### config.mk
export PLATFORM = sky130hd
export DESIGN_NAME = hilo_mdu
export DESIGN_NICKNAME = d
export VERILOG_FILES = /design/src/rtl/hilo_mdu.sv
export SDC_FILE = /design/constraint.sdc
export NUM_CORES = 1
export LEC_CHECK = 0
export ABC_AREA = 1
export ABC_CLOCK_PERIOD_IN_PS = 7400
export BUFFER_PORTS_ARGS = -buffer_cell sky130_fd_sc_hd__buf_4
export CELL_PAD_IN_SITES_DETAIL_PLACEMENT = 0
export CELL_PAD_IN_SITES_GLOBAL_PLACEMENT = 2
export CORE_MARGIN = 1.5
export CORE_UTILIZATION = 25
export CTS_BUF_LIST = sky130_fd_sc_hd__clkbuf_4 sky130_fd_sc_hd__clkbuf_8
export CTS_CLUSTER_DIAMETER = 50
export DETAILED_ROUTE_END_ITERATION = 6
export HOLD_SLACK_MARGIN = 0.15
export PLACE_DENSITY = 0.7
export SYNTH_ARGS = -nofsm -noshare
export SYNTH_HDL_FRONTEND = slang
export SYNTH_SLANG_ARGS = --single-unit
### constraint.sdc
create_clock -name Clk -period 7.4 [get_ports Clk]
set_input_delay 0 -clock Clk [delete_from_list [all_inputs] [get_ports Clk]]
set_output_delay 0 -clock Clk [all_outputs]
set_load 0.01 [all_outputs]
### src/rtl/hilo_mdu.sv
// HI/LO register pair with an iterative shift-add multiplier and restoring divider.
// Optional HILO_MADD_EN adds MADD/MADDU (accumulate the product into {HI,LO}).
module hilo_mdu #(
    parameter int WIDTH = 32,
    parameter int CNT_W = $clog2(WIDTH + 1)
) (
    input  logic             Clk,
    input  logic             Rst_n,
    input  logic             Start,
    input  logic [2:0]       Op,
    input  logic [WIDTH-1:0] A,
    input  logic [WIDTH-1:0] B,
    output logic             Busy,
    output logic             Done,
    output logic             DivByZero,
    output logic [WIDTH-1:0] HI,
    output logic [WIDTH-1:0] LO
);

    typedef enum logic [1:0] {
        IDLE = 2'd0,
        CALC = 2'd1,
        FIX  = 2'd2
    } state_t;

    localparam logic [CNT_W-1:0] LAST_ITER = CNT_W'(WIDTH - 1);

    state_t             state_q, state_d;
    logic [CNT_W-1:0]   cnt_q, cnt_d;
    logic [WIDTH-1:0]   rem_q, rem_d;     // running remainder / upper product half
    logic [WIDTH-1:0]   quo_q, quo_d;     // dividend->quotient / multiplier->lower product half
    logic [WIDTH-1:0]   opb_q, opb_d;     // divisor / multiplicand magnitude
    logic               is_div_q, is_div_d;
    logic               neg_q, neg_d;
    logic               rneg_q, rneg_d;
    logic [WIDTH-1:0]   hi_q, hi_d;
    logic [WIDTH-1:0]   lo_q, lo_d;
    logic               done_q, done_d;
    logic               dbz_q, dbz_d;
`ifdef HILO_MADD_EN
    logic               madd_q, madd_d;
`endif

    logic               op_sgn;
    logic [WIDTH-1:0]   abs_a, abs_b;
    logic               load_calc, load_div;
    logic [WIDTH:0]     div_shift;
    logic [WIDTH:0]     mul_sum;
    logic [2*WIDTH-1:0] prod, prod_fix;
    logic [WIDTH-1:0]   quo_fix, rem_fix;

    assign op_sgn = ~Op[0];
    assign abs_a  = (op_sgn && A[WIDTH-1]) ? (~A + 1'b1) : A;
    assign abs_b  = (op_sgn && B[WIDTH-1]) ? (~B + 1'b1) : B;

    assign div_shift = {rem_q, quo_q[WIDTH-1]};
    assign mul_sum   = {1'b0, rem_q} + (quo_q[0] ? {1'b0, opb_q} : '0);

    // neg_q/rneg_q are only ever set for signed ops, so unsigned results pass through.
    assign prod     = {rem_q, quo_q};
    assign prod_fix = neg_q  ? (~prod + 1'b1)  : prod;
    assign quo_fix  = neg_q  ? (~quo_q + 1'b1) : quo_q;
    assign rem_fix  = rneg_q ? (~rem_q + 1'b1) : rem_q;

    always_comb begin
        load_calc = 1'b0;
        load_div  = 1'b0;
        if (state_q == IDLE && Start) begin
            case (Op)
                3'b000, 3'b001: load_calc = 1'b1;
                3'b010, 3'b011: begin
                    load_calc = (B != '0);
                    load_div  = (B != '0);
                end
`ifdef HILO_MADD_EN
                3'b110, 3'b111: load_calc = 1'b1;
`endif
                default: ;
            endcase
        end
    end

    always_comb begin
        state_d  = state_q;
        cnt_d    = cnt_q;
        rem_d    = rem_q;
        quo_d    = quo_q;
        opb_d    = opb_q;
        is_div_d = is_div_q;
        neg_d    = neg_q;
        rneg_d   = rneg_q;
        hi_d     = hi_q;
        lo_d     = lo_q;
        done_d   = 1'b0;
        dbz_d    = 1'b0;
`ifdef HILO_MADD_EN
        madd_d   = madd_q;
`endif

        case (state_q)
            IDLE: begin
                if (Start) begin
                    if (Op == 3'b100) hi_d = A;
                    if (Op == 3'b101) lo_d = A;
                    if ((Op == 3'b010 || Op == 3'b011) && B == '0) begin
                        done_d = 1'b1;
                        dbz_d  = 1'b1;
                    end
                end
                if (load_calc) begin
                    state_d  = CALC;
                    cnt_d    = '0;
                    rem_d    = '0;
                    quo_d    = abs_a;
                    opb_d    = abs_b;
                    is_div_d = load_div;
                    neg_d    = op_sgn & (A[WIDTH-1] ^ B[WIDTH-1]);
                    rneg_d   = op_sgn & A[WIDTH-1];
`ifdef HILO_MADD_EN
                    madd_d   = Op[2];
`endif
                end
            end

            CALC: begin
                cnt_d = cnt_q + CNT_W'(1);
                if (is_div_q) begin
                    if (div_shift >= {1'b0, opb_q}) begin
                        rem_d = div_shift[WIDTH-1:0] - opb_q;
                        quo_d = {quo_q[WIDTH-2:0], 1'b1};
                    end else begin
                        rem_d = div_shift[WIDTH-1:0];
                        quo_d = {quo_q[WIDTH-2:0], 1'b0};
                    end
                end else begin
                    rem_d = mul_sum[WIDTH:1];
                    quo_d = {mul_sum[0], quo_q[WIDTH-1:1]};
                end
                if (cnt_q == LAST_ITER) state_d = FIX;
            end

            FIX: begin
                if (is_div_q) begin
                    lo_d = quo_fix;
                    hi_d = rem_fix;
                end else begin
`ifdef HILO_MADD_EN
                    if (madd_q) {hi_d, lo_d} = {hi_q, lo_q} + prod_fix;
                    else        {hi_d, lo_d} = prod_fix;
`else
                    {hi_d, lo_d} = prod_fix;
`endif
                end
                done_d  = 1'b1;
                state_d = IDLE;
            end

            default: state_d = IDLE;
        endcase
    end

    always_ff @(posedge Clk or negedge Rst_n) begin
        if (!Rst_n) begin
            state_q  <= IDLE;
            cnt_q    <= '0;
            rem_q    <= '0;
            quo_q    <= '0;
            opb_q    <= '0;
            is_div_q <= 1'b0;
            neg_q    <= 1'b0;
            rneg_q   <= 1'b0;
            hi_q     <= '0;
            lo_q     <= '0;
            done_q   <= 1'b0;
            dbz_q    <= 1'b0;
`ifdef HILO_MADD_EN
            madd_q   <= 1'b0;
`endif
        end else begin
            state_q  <= state_d;
            cnt_q    <= cnt_d;
            rem_q    <= rem_d;
            quo_q    <= quo_d;
            opb_q    <= opb_d;
            is_div_q <= is_div_d;
            neg_q    <= neg_d;
            rneg_q   <= rneg_d;
            hi_q     <= hi_d;
            lo_q     <= lo_d;
            done_q   <= done_d;
            dbz_q    <= dbz_d;
`ifdef HILO_MADD_EN
            madd_q   <= madd_d;
`endif
        end
    end

    assign Busy      = (state_q != IDLE);
    assign Done      = done_q;
    assign DivByZero = dbz_q;
    assign HI        = hi_q;
    assign LO        = lo_q;

endmodule

* After elaboration in Yosys (flattened, before gate mapping) *
Index checks and enable logic that the tools add are counted.

operators by class
  bitwise operators = 9
  reduce and logical (&&, ||, !) cells = 19
  equality and inequality tests = 13
  order comparisons = 1
  mux-type cells = 35
  $add $sub $neg = 8

operators by type and width
  operator                 number
  $mux W32                 16
  $pmux W32 S2             4
  $add A32 B1 Y32 const B  4
  $not A32 Y32             4
  $add A64 B1 Y64 const B  1
  $mux W64                 1
  $not A64 Y64             1
  $add A32 B32 Y33         1
  $ge A33 B32 Y1           1
  $logic_not A32 Y1        1
  $reduce_bool A32 Y1      1
  $sub A32 B32 Y32         1
  $pmux W6 S2              1
  $mux W1                  7
  $add A6 B1 Y6 const B    1
  $eq A3 B2 Y1 const B     2
  $eq A3 B3 Y1 const B     2
  $eq A6 B5 Y1 const B     1
  $mux W6                  1
  $ne A2 B2 Y1 const B     3
  $reduce_and A2 Y1        3
  $reduce_and A3 Y1        2
  $reduce_bool A2 Y1       3
  $logic_and A1 B1 Y1      4
  14 further kinds         19

word-level totals
  logic and storage cells = 97
  output and inout port bits = 67
  flip-flop bits (word level) = 173

* Longest topological paths before layout *
Gate-level depths: netlist (run 1).

  word-level depth = 6
  gate-level depth with buffers = 22
  depth with buffers taken out = 20

* Worst setup path before layout (run 1) *
OpenSTA, ideal clock, no wires.

  kind = reg-to-reg
  from = reg quo_q[0]
  to = reg rem_q[31]
  buffers on the path = 2
  arrival = 2383 ps
  period minus slack after synthesis = 2448 ps
  required time = 7335 ps
  stages on the path, launching flop included = 23
  setup time = 65 ps
  slack = 4952 ps
  cells stage by stage = dfrtp_1 buf_6 clkbuf_1 nand2_1 inv_1 ha_1 inv_1 fa_1 inv_1 nand3_1 nand3_1 nand2_1 nand3_1 nand2_1 nand2_1 nand2_1 nand2_1 nand2_1 nand2_1 nand2_1 inv_1 nand2_1 nand2_1

between the ends
  cells in the longest elaborated chain, start to end = 4

ends and longest elaborated chain
  item                    RTL line  RTL
  from (decl)             31        logic [WIDTH-1:0] quo_q, quo_d;
  from (signal assigned)  183       quo_q <= quo_d;
  $mux W32                57        assign mul_sum = {1'b0, rem_q} + (quo_q[0] ? {1'b0, opb_q} : '0);
  $add A32 B32 Y33        57
  $mux W32                127       if (is_div_q) begin
  $pmux W32 S2            100       case (state_q)
  to (signal assigned)    182       rem_q <= rem_d;
  to (decl)               30        logic [WIDTH-1:0] rem_q, rem_d;

Every way passes these cells.
A chain may end at the register's enable or synchronous reset.

* Worst setup path after layout (run 1) *
Same ends and word-level chain as after synthesis.

==> impl_metrics.ini, run 1 <==
[synth]
muxShareOfSynthArea_pct = 0.0634
yosys.area_share.adder_pct = 5.09
syn_area_um2 = 17800
postSynthCellCount = 3019
synth.lib_cells_used.distinct = 56
ys_seq_elements = 173
post_synth_and_or_nand_nor_area_fraction_pct = 40.5
yosysWarningCount = 0
asyncSetResetFlopFracSynth_pct = 100
synth_seq_area_share_pct = 24.4
mappedNetlistNets = 3160
main_combinational_cell_family_by_area_after_synthesis = simple AND/OR/NAND/NOR gates
synth-main-ff-cell = dfrtp_1
number_of_synthesized_flops_with_an_enable_pin = 0
yosys.area.top_type = dfrtp_1
synth_xor_area_share_pct = 2.86
complex_gate_fraction_of_the_synthesized_area_pct = 14.3
netlist.area_leader.share_pct = 24.4
synth.area.top_cells = dfrtp_1 24%, nand2_1 21%, inv_1 9.9%
post_synth.cell_area_avg_um2 = 5.88

[clocking]
clock-sinks = 173
cts_tree = built
clock_tree.buffer_depth = 2
cts_made_buffers = 17
htree_levels = 4
cts.root.buffer_cell = clkbuf_8
clk_pin_slew_ps = 110
clkLatencyLatePin_ps = 600

[timing]
finalCritPeriodShare_pct = 45.7
whs_ps = 287
fin_crit_ps = 3390
grt_setup_unrepaired = false
final-setup-viol-count = 0
max_slew.worst_pin.slew_ps = 939
fmax_mhz = 295
final-max-slew-violation-count = 0
fin_ws_ps = 4010
timing.clock.skew_ps = 17.7
max-slew-margin-rel_pct = 37.4
totalNegativeSetupSlack_ps = 0
hold_violations = 0

[die]
fp.dieW_um = 270
design.die.area_um2 = 72600
start_util_pct = 25.3
num_rows = 97
pin_count = 137
placeableCoreArea_um2 = 70100
die_y_um = 270

[run]
max_cap_violations = 0

[hold_path]
worstHoldStart = B[0]
worstHoldPathCells = 4
whs_endpoint = opb_q[0]$_DFFE_PN0P_
hold_path_class = in2reg

[finish]
stdcell_area_um2 = 21300
final_common_cell = nand2_1
fin_nets = 3371
final_cell_mix = 991 x nand2_1, 465 x inv_1, 276 x nand3_1, 266 x nor2_1, 186 x o21ai_0
finish.cell_count_without_fillers = 4184
areaGrowthSynthToFinish_pct = 20.1
drive_gt1_share_pct = 8.17
finalCoreUtilization_pct = 30.4
fill_cells = 8074

[global_routing]
first_pass_grt_wire_length_um = 133000
grt_max_degree = 64
overflow = 0
grt_usage_pct = 24.5
antenna_found_initial = 1
first_global_vias = 19681

[setup_path]
startpoint_type = flop
worst_reg_to_reg_path_cell_count = 21
timing.rr.start = quo_q[0]$_DFFE_PN0P_
crit_path_max_fanout = 35
required_ps = 7940
reg2reg_slack_ps = 4010
timing_worst_setup_path_type = reg2reg
timing.rr.end = rem_q[31]$_DFFE_PN0P_
crit_arrival_ps = 3930
critical_path_capture_point_type = flop

[drt]
detail-route-antenna-nets = 0
routed_wirelength_um = 90200
post_drt_wl_per_cell_um = 21.6
vias = 20681
drcViolationCount = 0
drt_iter0_drc = 2060
maxUsedRoutingLayer = met4
post_drt_via_cell_ratio = 4.94
detailroute.wirelength.met3_um = 4500
first_pass_iters = 6
wl_met2_um = 42200
met1_length_um = 40800

[place]
placed_area_um2 = 19700
pre_cts_ws_ps = 4080
buffer_ports.inserted = 136
dp_hpwl_um = 71500
routability_congestion_estimate_from_global_placement = 0.978
placed_cells = 4026

[power_and_ir_drop]
leakage_nw = 11.0
vdd.ir_drop.worst_mv = 0.141
power.density_nw_per_um2 = 419
power.total_mw = 8.94

[run_status]
run_status = complete, no violations
worst max-delay path, cell delays in order (launching register included):
cell,delay (ps)
dfrtp_1,330
buf_4,450
nand2_1,100
inv_1,80
ha_1,340
inv_1,100
fa_1,460
inv_1,130
nand3_1,70
nand3_1,200
nand2_1,80
nand3_1,210
nand2_1,130
nand2_1,90
nand2_1,90
nand2_1,100
nand2_1,50
nand2_1,60
nand2_1,50
inv_1,80
nand2_1,50
nand2_1,50
cells by family after synthesis:
logic type	after synthesis
adder cells (fa/ha/maj)	71
XOR/XNOR	58
multiplexers	1
buffers and inverters	574
AO/OA/AOI/OAI	449
AND/OR/NAND/NOR	1693
flip-flops	173
layout make-up:
class,instances,area (um^2),share of cell area (%)
antenna,1,2.50,0.0117
clock buffer,21,283,1.33
multi-input combinational,2272,11200,52.3
clock inverter,11,83.8,0.393
sequential,173,4330,20.3
timing repair buffer,287,2490,11.7
tap,940,1180,5.51
inverter,479,1800,8.44
Yosys cell counts, types with 2 or more instances:
cell / count
a21oi_1: 143
o21bai_1: 25
o211ai_1: 39
nand3_1: 276
a31oi_1: 17
xnor2_1: 21
a21o_1: 3
nor2_4: 3
buf_4: 4
fa_1: 2
nor3_2: 3
nand3b_1: 29
xor2_1: 37
nor2_2: 9
nand3_2: 10
o221ai_1: 7
o22ai_1: 7
o31ai_1: 3
o21ai_2: 4
and3_1: 3
o21ai_0: 186
inv_1: 466
o21ai_1: 7
buf_1: 9
and2_1: 2
ha_1: 69
buf_6: 9
or2_2: 6
dfrtp_1: 173
nor2_1: 269
nand2_1: 992
nor4_1: 5
nor3_1: 26
clkinv_1: 3
inv_2: 9
nand4_1: 45
nand2_2: 10
buf_2: 24
clkbuf_1: 47
state kept, by name, summed over array words and instances, names as in the netlist:
name,flops
HI,32
LO,32
opb_q,32
quo_q,32
rem_q,32
cnt_q,6
state_q,2
DivByZero,1
Done,1
is_div_q,1
neg_q,1
rneg_q,1
how the worst max path moves through the flow:
stage                    startpoint                     to  slack [ps]  cells after the start
2_1_floorplan  quo_q[0]$_DFFE_PN0P_  rem_q[31]$_DFFE_PN0P_        4950                     22
3_3_place_gp   quo_q[0]$_DFFE_PN0P_  rem_q[31]$_DFFE_PN0P_        4050                     21
3_5_place_dp   quo_q[0]$_DFFE_PN0P_  rem_q[31]$_DFFE_PN0P_        4080                     21
4_1_cts        quo_q[0]$_DFFE_PN0P_  rem_q[31]$_DFFE_PN0P_        4060                     21
5_1_grt        quo_q[0]$_DFFE_PN0P_  rem_q[31]$_DFFE_PN0P_        3750                     21
6_report       quo_q[0]$_DFFE_PN0P_  rem_q[31]$_DFFE_PN0P_        4010                     21
routing by layer:
layer	global-route usage, %	vias to the layer above
met1	33.1	9822
met3	2.64	108
met4	8.12	0
li1	-	10061
met5	0	-
met2	40.5	690
report_power, final:
part           switching [mW]  total [mW]  internal (mW)
Sequential              0.639        1.91           1.27
Combinational            4.31        6.32           2.00
Clock                   0.451       0.716          0.266
timing repair:
action | 4_1_cts | 5_1_grt
buffers inserted | 0 | 0
hold buffers | 125 | 0
resized for setup | 0 | 0
endpoints found under the setup margin | 0 | 0
hold endpoints to repair | 245 | 0
Note: power is estimated with default switching activity, not from simulation.
==> run 2, diff against run 1 <==
--- a/config.mk
+++ b/config.mk
@@ -6,7 +6,7 @@
 export NUM_CORES = 1
 export LEC_CHECK = 0
 export ABC_AREA = 1
-export ABC_CLOCK_PERIOD_IN_PS = 7400
+export ABC_CLOCK_PERIOD_IN_PS = 3400
 export BUFFER_PORTS_ARGS = -buffer_cell sky130_fd_sc_hd__buf_4
 export CELL_PAD_IN_SITES_DETAIL_PLACEMENT = 0
 export CELL_PAD_IN_SITES_GLOBAL_PLACEMENT = 2
==> constraint.sdc (replaced) <==
create_clock -name Clk -period 3.4 [get_ports Clk]
set_input_delay 0 -clock Clk [delete_from_list [all_inputs] [get_ports Clk]]
set_output_delay 0 -clock Clk [all_outputs]
set_load 0.01 [all_outputs]
==> run 2 against run 1 <==
Design area grew 2.2%. Clock skew grew 7.4 ps. Clock-buffer cell count shrank 4. Die area is the same. Critical endpoint is now quo_q[29]$_DFFE_PN0P_.
==> impl_metrics.ini, run 2 (synthesis results as in run 1) <==
[run_status]
run_status = complete, no violations

[global_routing]
first_global_vias = 20404
grt_max_degree = 110
antenna_found_initial = 2
grt_usage_pct = 24.9
first_pass_grt_wire_length_um = 136000
overflow = 0

[timing]
final-max-slew-violation-count = 0
hold_violations = 0
max_slew.worst_pin.slew_ps = 1110
fmax_mhz = 323
totalNegativeSetupSlack_ps = 0
fin_crit_ps = 3090
grt_setup_unrepaired = false
whs_ps = 78.3
final-setup-viol-count = 0
timing.clock.skew_ps = 25.1
finalCritPeriodShare_pct = 91.0
max-slew-margin-rel_pct = 25.9
fin_ws_ps = 307

[setup_path]
worst_reg_to_reg_path_cell_count = 14
required_ps = 3850
critical_path.max_stage_delay_ps = 650
cpMostUsedCell = dlygate4sd3_1
crit_path_max_fanout = 17
timing_worst_setup_path_type = in2reg
critical_path_capture_point_type = flop
critPathSlowestCell = dlygate4sd3_1
worstPathCellList = dlygate4sd3_1 -> buf_4 -> inv_1 -> nor2_2 -> buf_4 -> o31ai_1 -> dlygate4sd3_1 -> nand3_1 -> dlygate4sd3_1 -> nand2_1 -> nand3_1 -> dlygate4sd3_1 -> a31oi_1
crit_arrival_ps = 3540
startpoint_type = primary input

[finish]
finalCoreUtilization_pct = 31.1
final_cell_mix = 991 x nand2_1, 465 x inv_1, 276 x nand3_1, 265 x nor2_1, 211 x buf_4
areaGrowthSynthToFinish_pct = 22.7
finish.cell_count_without_fillers = 4235
stdcell_area_um2 = 21800
fin_nets = 3422
drive_gt1_share_pct = 9.71
final_common_cell = nand2_1
fill_cells = 8042

[clocking]
cts_made_buffers = 17
htree_levels = 4
cts.root.buffer_cell = clkbuf_8
clkLatencyLatePin_ps = 610
postCtsSetupRepairBufs = 0
cts_tree = built
clock-sinks = 173
clk_pin_slew_ps = 100
clock_tree.buffer_depth = 2

[run]
max_cap_violations = 0

[die]
die_y_um = 270
fp.dieW_um = 270
start_util_pct = 25.3
pin_count = 137
placeableCoreArea_um2 = 70100
num_rows = 97
design.die.area_um2 = 72600

[drt]
detail-route-antenna-nets = 0
routed_wirelength_um = 91500
first_pass_iters = 6
drt_iter0_drc = 1886
drcViolationCount = 0
post_drt_via_cell_ratio = 4.91
post_drt_wl_per_cell_um = 21.6
vias = 20805

[place]
placed_cells = 4081
buffer_ports.inserted = 136
pre_cts_ws_ps = 318
dp_hpwl_um = 74400
routability_congestion_estimate_from_global_placement = 0.975
placed_area_um2 = 20200

[hold_path]
hold_path_class = in2async

[power_and_ir_drop]
leakage_nw = 11.2
power.density_nw_per_um2 = 923
vdd.ir_drop.worst_mv = 0.418
power.total_mw = 20.1
==> run 2: changes by cell type in the layout (fill, tap and decap cells not counted), moves of 2 or more <==
cell,previous run,this run
buf_12,0,4
buf_4,161,211
bufinv_16,0,2
clkbuf_8,21,18
clkinv_4,1,4
clkinvlp_4,4,2
dlygate4sd3_1,124,121
inv_6,4,2
inv_8,0,3
==> run 2: worst max-delay path, delay by kind of cell <==
| family | cells | cell delay (ps) |
|---|---|---|
| AND/OR/NAND/NOR | 4 | 450 |
| AO/OA/AOI/OAI | 2 | 210 |
| buffers and inverters | 7 | 2870 |
==> run 2: layer usage <==
layer | global-route usage [%] | up-vias | routed length [um] | part of all wire [%]
li1 | - | 10165 | - | -
met1 | 33.3 | 9960 | 42000 | 46
met2 | 41.0 | 574 | 42300 | 46
met3 | 2.90 | 106 | 3930 | 4.3
met4 | 9.67 | 0 | 3270 | 3.6
met5 | 0 | - | 0 | 0
==> run 2: where the power goes <==
group | switching, mW | internal, mW | total, mW | leakage [nW]
clock network | 1.04 | 0.678 | 1.72 | 0.205
logic | 10.0 | 4.71 | 14.7 | 8.94
registers | 0.875 | 2.78 | 3.65 | 2.09
total | 11.9 | 8.16 | 20.1 | 11.2
==> run 2: cell type report <==
cell class | instances | area (um^2) | area share, %
diodes | 1 | 2.50 | 0.0115
clock buffers | 17 | 234 | 1.07
clock inverters | 15 | 183 | 0.838
inverters | 479 | 1800 | 8.26
multi-input cells | 2272 | 11200 | 51.2
flip-flops and latches | 173 | 4330 | 19.9
well taps | 940 | 1180 | 5.40
repair buffers | 338 | 2900 | 13.3
==> run 2: worst paths after layout <==
path                                      start                    end  slack [ps]
min in group Clk                          A[24]     LO[24]$_DFFE_PN0P_         290
hold / removal                            Rst_n      HI[9]$_DFFE_PN0P_          80
max in group asynchronous                 Rst_n   quo_q[8]$_DFFE_PN0P_        2370
setup / recovery                          A[31]  quo_q[29]$_DFFE_PN0P_         310
setup reg to reg           quo_q[0]$_DFFE_PN0P_  rem_q[27]$_DFFE_PN0P_         320
hold reg to reg            cnt_q[0]$_DFFE_PN0P_   cnt_q[0]$_DFFE_PN0P_         510
==> run 2: what timing repair did <==
item                                   in CTS  in global routing
endpoints found under the hold margin     240                  0
resized for setup                           0                  2
setup endpoints to repair                   0                  2
hold buffers                              121                  0
==> run 3, diff against run 2 <==
--- a/config.mk
+++ b/config.mk
@@ -6,7 +6,7 @@
 export NUM_CORES = 1
 export LEC_CHECK = 0
 export ABC_AREA = 1
-export ABC_CLOCK_PERIOD_IN_PS = 3400
+export ABC_CLOCK_PERIOD_IN_PS = 3100
 export BUFFER_PORTS_ARGS = -buffer_cell sky130_fd_sc_hd__buf_4
 export CELL_PAD_IN_SITES_DETAIL_PLACEMENT = 0
 export CELL_PAD_IN_SITES_GLOBAL_PLACEMENT = 2
@@ -17,6 +17,7 @@
 export DETAILED_ROUTE_END_ITERATION = 6
 export HOLD_SLACK_MARGIN = 0.15
 export PLACE_DENSITY = 0.7
+export SKIP_CTS_REPAIR_TIMING = 1
 export SYNTH_ARGS = -nofsm -noshare
 export SYNTH_HDL_FRONTEND = slang
 export SYNTH_SLANG_ARGS = --single-unit
==> constraint.sdc (replaced) <==
create_clock -name Clk -period 3.1 [get_ports Clk]
set_input_delay 0 -clock Clk [delete_from_list [all_inputs] [get_ports Clk]]
set_output_delay 0 -clock Clk [all_outputs]
set_load 0.01 [all_outputs]
==> run 3 against run 2 <==
First-iteration DRC count rose by 7.6%. Via count rose by 1.0%. Global-route usage fell by 0.52 points. Combinational power rose by 9.5%. Clock power rose by 8%. Die area did not move. Non-clock buffer count fell by 9. Critical path type is now reg2reg. Largest power group unchanged.
==> impl_metrics.ini, run 3 (synthesis results as in run 1) <==
[hold_path]
whs_endpoint = quo_q[3]$_DFFE_PN0P_
worstHoldStart = A[2]
worstHoldPathCells = 7
hold_path_class = in2reg

[run_status]
run_status = complete, no violations

[drt]
vias = 21015
first_pass_iters = 5
routed_wirelength_um = 90800
post_drt_via_cell_ratio = 4.97
drcViolationCount = 0
detail-route-antenna-nets = 0
post_drt_wl_per_cell_um = 21.5
drt_iter0_drc = 2030

[setup_path]
timing_worst_setup_path_type = reg2reg
startpoint_type = flop
crit_path_max_fanout = 14
critical_path_capture_point_type = flop
timing.rr.start = rem_q[28]$_DFFE_PN0P_
timing.rr.end = rem_q[20]$_DFFE_PN0P_
reg2reg_slack_ps = 130
crit_arrival_ps = 3460
required_ps = 3580
worstSetupStartpoint = rem_q[28]$_DFFE_PN0P_
worst_reg_to_reg_path_cell_count = 11

[clocking]
clk_pin_slew_ps = 110
clock-sinks = 173
cts.root.buffer_cell = clkbuf_8
clock_tree.buffer_depth = 2
htree_levels = 4
cts_made_buffers = 17
cts_tree = built
clkLatencyLatePin_ps = 600

[timing]
hold_violations = 0
final-max-slew-violation-count = 0
timing.clock.skew_ps = 24.4
finalCritPeriodShare_pct = 96.0
max-slew-margin-rel_pct = 12.2
fmax_mhz = 336
grt_setup_unrepaired = false
max_slew.worst_pin.slew_ps = 1320
fin_crit_ps = 2970
final-setup-viol-count = 0

[finish]
final_cell_mix = 990 x nand2_1, 465 x inv_1, 276 x nand3_1, 266 x nor2_1, 209 x buf_4
final_common_cell = nand2_1
fill_cells = 8025
multi_input_comb_area_um2 = 11200
finish.cell_count_without_fillers = 4227
sequential_cell_area_um2 = 4330
drive_gt1_share_pct = 9.89
fin_nets = 3413
areaGrowthSynthToFinish_pct = 22.6
finalCoreUtilization_pct = 31.0

[die]
die_y_um = 270
num_rows = 97
design.die.area_um2 = 72600
pin_count = 137
fp.dieW_um = 270
placeableCoreArea_um2 = 70100
start_util_pct = 25.3

[place]
dp_hpwl_um = 72600
placed_cells = 4084
routability_congestion_estimate_from_global_placement = 0.980
buffer_ports.inserted = 136

[global_routing]
grt_usage_pct = 24.4
first_global_vias = 19685
antenna_found_initial = 2
overflow = 0
first_pass_grt_wire_length_um = 132000
grt_max_degree = 101

[power_and_ir_drop]
power.density_nw_per_um2 = 1010
power.total_mw = 22.0
vdd.ir_drop.worst_mv = 0.379
leakage_nw = 11.2

[run]
max_cap_violations = 0
run 3: cell types whose count changed in the layout (fill, tap and decap cells not counted), moves of 3 or more:
cell           before  now
buf_12              4   10
inv_8               3    0
clkinv_4            4    1
dlygate4sd3_1     121  109
clkbuf_8           18   21
run 3: how the worst max path moves through the flow:
stage                            endpoint  slack, ps
floorplan           rem_q[31]$_DFFE_PN0P_        650
CTS                 rem_q[25]$_DFFE_PN0P_         40
global placement    rem_q[25]$_DFFE_PN0P_        -30
global route        opb_q[19]$_DFFE_PN0P_          5
detailed placement  rem_q[25]$_DFFE_PN0P_         80
finish              rem_q[20]$_DFFE_PN0P_        130
run 3: routing by layer:
layer,vias to the layer above,routed length (um),track usage [%]
met3,85,4770,3.14
met5,-,0,0
met1,10106,41400,33.1
met2,650,42300,40.7
met4,0,2310,6.56
li1,10174,-,-
run 3: layout make-up:
| class | count | share of cell area, % |
|---|---|---|
| Multi-Input combinational cell | 2272 | 51.3 |
| Sequential cell | 173 | 19.9 |
| Timing Repair Buffer | 329 | 13.2 |
| Inverter | 479 | 8.27 |
| Tap cell | 940 | 5.40 |
| Clock buffer | 21 | 1.30 |
| Clock inverter | 11 | 0.603 |
| Antenna cell | 2 | 0.0230 |
run 3: critical path: stages (launching register included):
cell and delay, ps:
dfrtp_1 490, ha_1 430, nand2_1 320, nor3_2 460, nand3b_1 150, nand2_1 80
nor2_1 40, buf_4 170, nand2_8 160, nand4_1 300, nand3_1 180, nand2_1 70
run 3: metrics by stage:
step	hold slack (ps)	instance area, um^2	worst slack [ps]	setup TNS [ps]
after floorplan	-296	17800	652	0
after global placement	160	20200	-34.5	-34.5
after detailed placement	169	20200	84.6	0
after CTS	-502	20700	37.7	0
after global routing	166	21800	4.70	0
final	55.8	21800	125	0
run 3: power breakdown:
group | total [mW] | leakage [nW] | switching [mW] | internal (mW)
Clock | 1.85 | 0.203 | 1.05 | 0.798
Combinational | 16.1 | 8.94 | 10.8 | 5.30
Sequential | 4.08 | 2.09 | 1.04 | 3.04
